==> config.mk <==
export PLATFORM = sky130hd
export DESIGN_NAME = sd_spi_responder
export DESIGN_NICKNAME = d
export VERILOG_FILES = /design/src/rtl/sd_spi_responder.sv
export SDC_FILE = /design/constraint.sdc
export NUM_CORES = 1
export LEC_CHECK = 0
export ABC_AREA = 1
export BUFFER_PORTS_ARGS = -buffer_cell sky130_fd_sc_hd__buf_4
export CAP_MARGIN = 10
export CORE_MARGIN = 1.5
export CORE_UTILIZATION = 56
export DETAILED_ROUTE_END_ITERATION = 16
export PLACE_DENSITY = 0.75
export SYNTH_ARGS = -nofsm -noshare
export SYNTH_HDL_FRONTEND = slang
export SYNTH_SLANG_ARGS = --single-unit
==> constraint.sdc <==
create_clock -name CLOCK_50 -period 3.75 [get_ports CLOCK_50]
set_clock_uncertainty 0.1 [all_clocks]
set_input_delay 0.75 -clock CLOCK_50 [delete_from_list [all_inputs] [get_ports CLOCK_50]]
set_output_delay 0.75 -clock CLOCK_50 [all_outputs]
set_load 0.02 [all_outputs]
==> src/rtl/sd_spi_responder.sv <==
// SPI-mode SD card target: decodes 6-byte command frames on MOSI and returns
// R1/R3/R7 responses on MISO. All SPI pins are oversampled on CLOCK_50.
module sd_spi_responder #(
  parameter int          RESP_DELAY  = 1,
  parameter int          ACMD41_BUSY = 2,
  parameter bit          CRC_EN      = 1'b1,
  parameter logic [31:0] OCR         = 32'hC0FF8000
) (
  input  logic        CLOCK_50,
  input  logic        reset,
  input  logic        SPI_SCLK,
  input  logic        SPI_MOSI,
  input  logic        SPI_SS_n,
  output logic        SPI_MISO,
  output logic        cmd_valid,
  output logic [5:0]  cmd_index,
  output logic [31:0] cmd_arg,
  output logic        crc_err,
  output logic        in_idle
);

  typedef enum logic [2:0] {HUNT, CMD, EXEC, WAIT, RESP} state_t;

  typedef struct packed {
    logic [1:0]  start;
    logic [5:0]  idx;
    logic [31:0] arg;
    logic [6:0]  crc;
    logic        stop;
  } frame_t;

  function automatic logic [6:0] crc7(input logic [39:0] d);
    logic [6:0] c;
    logic       fb;
    c = '0;
    for (int i = 39; i >= 0; i--) begin
      fb = d[i] ^ c[6];
      c  = {c[5:0], 1'b0} ^ (fb ? 7'h09 : 7'h00);
    end
    return c;
  endfunction

  state_t      state;
  frame_t      frame;
  logic [1:0]  sclk_sync, mosi_sync, ss_sync;
  logic        sclk_d, ss_d;
  logic        sclk_rise, sclk_fall, ss_n_s, ss_fall, byte_done;
  logic [7:0]  shreg, rx_byte;
  logic [2:0]  bit_cnt, byte_cnt, resp_last;
  logic [39:0] resp_sr;
  logic        app_pending;
  logic [7:0]  acmd_cnt;

  assign ss_n_s    = ss_sync[1];
  assign ss_fall   = ~ss_n_s & ss_d;
  assign sclk_rise = sclk_sync[1] & ~sclk_d;
  assign sclk_fall = ~sclk_sync[1] & sclk_d;
  assign rx_byte   = {shreg[6:0], mosi_sync[1]};
  assign byte_done = sclk_rise & (bit_cnt == 3'd7);

  // Decode of the captured frame; only registered in EXEC.
  logic        crc_bad, idle_n, app_n;
  logic [7:0]  cnt_n, r1;
  logic [31:0] tail;
  logic [2:0]  last_n;

  always_comb begin
    crc_bad = CRC_EN && (frame.crc != crc7(frame[47:8]));
    idle_n  = in_idle;
    app_n   = 1'b0;
    cnt_n   = acmd_cnt;
    last_n  = 3'd0;
    tail    = 32'hFFFF_FFFF;
    r1      = 8'h04 | {7'b0, in_idle};
    if (crc_bad) begin
      r1 = 8'h08 | {7'b0, in_idle};
    end else begin
      case (frame.idx)
        6'd0: begin
          idle_n = 1'b1;
          cnt_n  = '0;
          r1     = 8'h01;
        end
        6'd8: begin
          r1     = {7'b0, in_idle};
          tail   = {20'h0, frame.arg[11:0]};
          last_n = 3'd4;
        end
        6'd55: begin
          app_n = 1'b1;
          r1    = {7'b0, in_idle};
        end
        6'd41: begin
          if (app_pending) begin
            if (acmd_cnt < 8'(ACMD41_BUSY)) begin
              cnt_n = acmd_cnt + 8'd1;
              r1    = 8'h01;
            end else begin
              idle_n = 1'b0;
              r1     = 8'h00;
            end
          end
        end
        6'd58: begin
          r1     = {7'b0, in_idle};
          tail   = OCR;
          last_n = 3'd4;
        end
        default: ;
      endcase
    end
  end

  always_ff @(posedge CLOCK_50) begin
    if (reset) begin
      state       <= HUNT;
      frame       <= '0;
      sclk_sync   <= 2'b00;
      mosi_sync   <= 2'b00;
      ss_sync     <= 2'b11;
      sclk_d      <= 1'b0;
      ss_d        <= 1'b1;
      shreg       <= '0;
      bit_cnt     <= '0;
      byte_cnt    <= '0;
      resp_last   <= '0;
      resp_sr     <= '1;
      app_pending <= 1'b0;
      acmd_cnt    <= '0;
      SPI_MISO    <= 1'b1;
      cmd_valid   <= 1'b0;
      cmd_index   <= '0;
      cmd_arg     <= '0;
      crc_err     <= 1'b0;
      in_idle     <= 1'b1;
    end else begin
      sclk_sync <= {sclk_sync[0], SPI_SCLK};
      mosi_sync <= {mosi_sync[0], SPI_MOSI};
      ss_sync   <= {ss_sync[0], SPI_SS_n};
      sclk_d    <= sclk_sync[1];
      ss_d      <= ss_sync[1];
      cmd_valid <= 1'b0;
      // Deselect aborts any frame or response; card status survives.
      if (ss_n_s) begin
        state    <= HUNT;
        bit_cnt  <= '0;
        byte_cnt <= '0;
        SPI_MISO <= 1'b1;
      end else if (ss_fall) begin
        bit_cnt  <= '0;
        byte_cnt <= '0;
      end else begin
        if (sclk_rise) begin
          shreg   <= rx_byte;
          bit_cnt <= bit_cnt + 3'd1;
        end
        if (state != RESP) SPI_MISO <= 1'b1;
        case (state)
          HUNT: if (byte_done && rx_byte[7:6] == 2'b01) begin
            frame    <= frame_t'({40'h0, rx_byte});
            byte_cnt <= 3'd1;
            state    <= CMD;
          end
          CMD: if (byte_done) begin
            frame <= frame_t'({frame[39:0], rx_byte});
            if (byte_cnt == 3'd5) begin
              byte_cnt <= '0;
              state    <= EXEC;
            end else begin
              byte_cnt <= byte_cnt + 3'd1;
            end
          end
          EXEC: begin
            cmd_valid   <= 1'b1;
            cmd_index   <= frame.idx;
            cmd_arg     <= frame.arg;
            crc_err     <= crc_bad;
            in_idle     <= idle_n;
            acmd_cnt    <= cnt_n;
            app_pending <= app_n;
            resp_sr     <= {r1, tail};
            resp_last   <= last_n;
            state       <= WAIT;
          end
          WAIT: if (byte_done) begin
            if (byte_cnt == 3'(RESP_DELAY - 1)) begin
              byte_cnt <= '0;
              state    <= RESP;
            end else begin
              byte_cnt <= byte_cnt + 3'd1;
            end
          end
          RESP: begin
            // First falling event here follows the last filler's 8th bit.
            if (sclk_fall) begin
              SPI_MISO <= resp_sr[39];
              resp_sr  <= {resp_sr[38:0], 1'b1};
            end
            if (byte_done) begin
              if (byte_cnt == resp_last) begin
                byte_cnt <= '0;
                state    <= HUNT;
              end else begin
                byte_cnt <= byte_cnt + 3'd1;
              end
            end
          end
          default: state <= HUNT;
        endcase
      end
    end
  end

endmodule

==> metrics.csv <==
stage,metric,value,unit
sta,hold_violations,0,
synthesis,async_flop_share,0,%
synthesis,yosysWarnings,0,
clocking,cts.clk_slew.worst_paths,0.06,ns
sta,rsz0062_at_grt,yes,
finish,drive_above_1_share,24.49,%
run_status,violations,setup timing,
power,p_sw,0.0007254,W
clocking,cts_sinks,164,
synthesis,synth_cell_types,38,
setup_path,reg2reg_slack,-0.03,ns
power,pwr-share-clk,49.1,%
setup_path,worstSetupPathType,flop to flop,
die,row_count,43,
finish,fillerInstances,1129,
global_routing,grt_max_degree,58,
route,viasPerCell,5.490,
sta,fin_setup_tns,-0.1032,ns
route,drtIter0Drc,661,
route,avgRoutedWirePerCell,14.87,um
global_routing,grt_pass1_wl,32.15,mm
placed_design,dp.cells,1411,
clocking,numCtsBuffers,17,
setup_path,slowest_delay,0.38,ns
setup_path,crit_arrival,4.00,ns
die,initial_core_util,57.85,%
global_routing,track_usage,26.70,%
finish,multiInputGateArea,4815,sq um
setup_path,cp_slowest_cell,dfxtp_4,
sta,final.period_utilization,100.7,%
route,via_count,8004,
sta,setup_ws,-0.02703,ns
sta,drv_slew,0,
synthesis,synth_flop_cell,dfxtp_1,
finish,regArea,3317,sq um
synthesis,ys_seq_area_share,40.57,%
clocking,clockBufferDepth,2,
sta,max_freq,264.8,MHz
die,ios,47,
sta,min_period,3.777,ns
die,die_x,123.2,um
power,pwr-share-seq,49.7,%
die,die_h,123.2,um
global_routing,overflow,0,
clocking,clock_latency,0.43,ns
power,sw_frac_of_total,20.71,%
synthesis,synth_edf_count,0,
run_status,status,"finished, violations left",
placed_design,io_buffers,46,
clocking,htree_levels,4,
setup_path,path_max_fanout,8,
route,drt-pass1-iter-count,6,
setup_path,crit_path_end_kind,flop,
finish,area_growth,23.53,%
synthesis,syn_nets,1233,
setup_path,cp-start-kind,flop,
power,pwr-share-comb,1.2,%
clocking,cts_tree,built,
sta,slew-limit-headroom,29.97,%
route,drt-total-wl,21.68,mm
placed_design,place_congestion,0.9094,
global_routing,grt_pass1_vias,6800,
die,die_area,15180,sq um
synthesis,synthCells,1222,
setup_path,worstPathRequired,3.97,ns
synthesis,synth_area,8093,sq um
route,drcViolationCount,0,
power,leakage,4.684,nW
finish,fin_nets,1277,
power,powerDensity,350.4,nW/um^2
synthesis,ys_seq_elements,164,
power,p_int,0.002778,W
finish,layout.cells.non_filler,1458,
route,antenna_left,0,
global_routing,antenna_found_initial,0,
job,max_cap_violations,0,
sta,finalSetupViolCount,8,
placed_design,post-dp-hpwl,13.28,mm
clocking,root_buffer,clkbuf_16,
setup_path,cp_common_cell,nand2_1,
power,ir_worst_vdd,0.0003451,V
die,core,13990,sq um
synthesis,syn_area_per_cell,6.623,sq um
worst_hold_path,hold_path.class,flop to flop,
sta,worst_pin_slew,1.048,ns
finish,diodes,0,
registers in the layout, indices dropped and copies added, names as in the netlist:
signal	flops
SPI_MISO	1
acmd_cnt	8
app_pending	1
bit_cnt	3
byte_cnt	3
cmd_arg	32
cmd_index	6
cmd_valid	1
crc_err	1
frame	48
in_idle	1
mosi_sync	2
resp_last	1
resp_sr	40
sclk_d	1
sclk_sync	2
shreg	7
ss_d	1
ss_sync	2
state	3
cell type report:
class | instances | area share [%]
Sequential cell | 164 | 33.18
Tap cell | 180 | 2.253
Inverter | 121 | 4.668
Clock buffer | 23 | 4.781
Multi-Input combinational cell | 887 | 48.16
Clock inverter | 8 | 0.9887
Timing Repair Buffer | 75 | 5.970
per-layer routing:
layer | global-route usage (%) | share of wire [%] | vias to the layer above
li1 | - | - | 3997
met3 | 5.627 | 6.1 | 39
met5 | 0 | 0 | -
met4 | 8.980 | 2.0 | 0
met1 | 36.40 | 45 | 3699
met2 | 42.19 | 47 | 269
logic make-up (layout without fill, tap and decap cells):
| kind of cell | after synthesis | count (layout) | share of synthesized area, % |
|---|---|---|---|
| AOI/OAI and AO/OA | 181 | 181 | 13.00 |
| xor gates and xnor gates | 9 | 9 | 0.9740 |
| adders and majority gates | 6 | 6 | 0.9276 |
| and+or+nand+nor | 690 | 691 | 36.26 |
| DFF | 164 | 164 | 40.57 |
| buffers and inverters | 172 | 227 | 8.271 |
cell usage in the layout (no fill, tap or decap), types with 8 or more instances in the layout:
master / n
o21ai_0: 65
a21oi_1: 64
clkbuf_16: 18
buf_4: 72
dfxtp_1: 153
inv_1: 104
nand3_2: 14
nand2_4: 33
nand2_1: 291
nand3b_1: 12
nor2_1: 135
a22oi_1: 41
dfxtp_4: 8
inv_2: 13
nand3_4: 10
nand2_2: 103
nand3_1: 72
power groups by stage:
stage / sequential (W) / clock [W] / combinational (W)
detailed placement: 0.00179 / 0 / 0.0000415
floorplan: 0.00179 / 0 / 0.0000281
CTS: 0.00175 / 0.00174 / 0.0000419
finish: 0.00174 / 0.00172 / 0.0000422
global route: 0.00174 / 0.00182 / 0.0000462
global placement: 0.00179 / 0 / 0.0000413
cell usage after synthesis (2+ instances only):
master    number  area (sq um)
nand2_1      386          1449
dfxtp_1      164          3283
nor2_1       137         514.2
inv_1        113         424.2
nand3_1       92         460.4
o21ai_0       65         325.3
a21oi_1       64         320.3
clkbuf_1      44         165.2
a22oi_1       41         307.8
nand2_2       41         256.5
nand3b_1      12         90.09
inv_2          8         30.03
ha_1           6         75.07
xnor2_1        5         43.79
nand3_2        4         40.04
nor3_1         4         20.02
xor2_1         4         35.03
nand4_1        3         18.77
or2_2          3         18.77
buf_1          2         7.510
buf_4          2         15.01
buf_6          2         22.52
nor2_2         2         12.51
nor2_4         2         22.52
nor4_1         2         12.51
o21ai_4        2         32.53
worst max-delay path: cells and delay by family, from the launching register on:
family / cells / cell delay [ns]
AND/OR/NAND/NOR: 26 / 2.43
buffers and inverters: 3 / 0.39
flip-flops: 1 / 0.38
AO/OA/AOI/OAI: 1 / 0.21
XOR/XNOR: 1 / 0.13
worst paths after layout:
path	end	cells past startpoint	startpoint
hold reg to reg	sclk_sync[1]$_SDFF_PP0_	2	sclk_sync[0]$_SDFF_PP0_
setup / recovery	resp_sr[21]$_SDFFE_PP1P_	31	frame[45]$_SDFFE_PP0P_
setup reg to reg	resp_sr[21]$_SDFFE_PP1P_	31	frame[45]$_SDFFE_PP0P_
hold / removal	sclk_sync[1]$_SDFF_PP0_	2	sclk_sync[0]$_SDFF_PP0_
timing repair:
action | CTS | global route
gates cloned | 0 | 2
gates resized for setup | 1 | 201
pin swaps | 1 | 94
endpoints found under the setup margin | 11 | 47
hold buffers | 0 | 0
buffers inserted | 1 | 13
stage by stage:
stage               total power (W)  hold WS [ns]  cell area [sq um]  setup WS (ns)  utilization [%]
floorplan                  0.001814        0.2883               8093         0.6348                -
global placement           0.001827        0.2890               8578        0.03445            61.32
detailed placement         0.001828        0.2983               8578       -0.05414            61.32
CTS                        0.003527        0.3082               9176        0.01036            65.60
global route               0.003602        0.3335               9997        -0.2286            71.47
finish                     0.003503        0.3065               9997       -0.02703            71.47
Power figures use the tool's default switching activity.
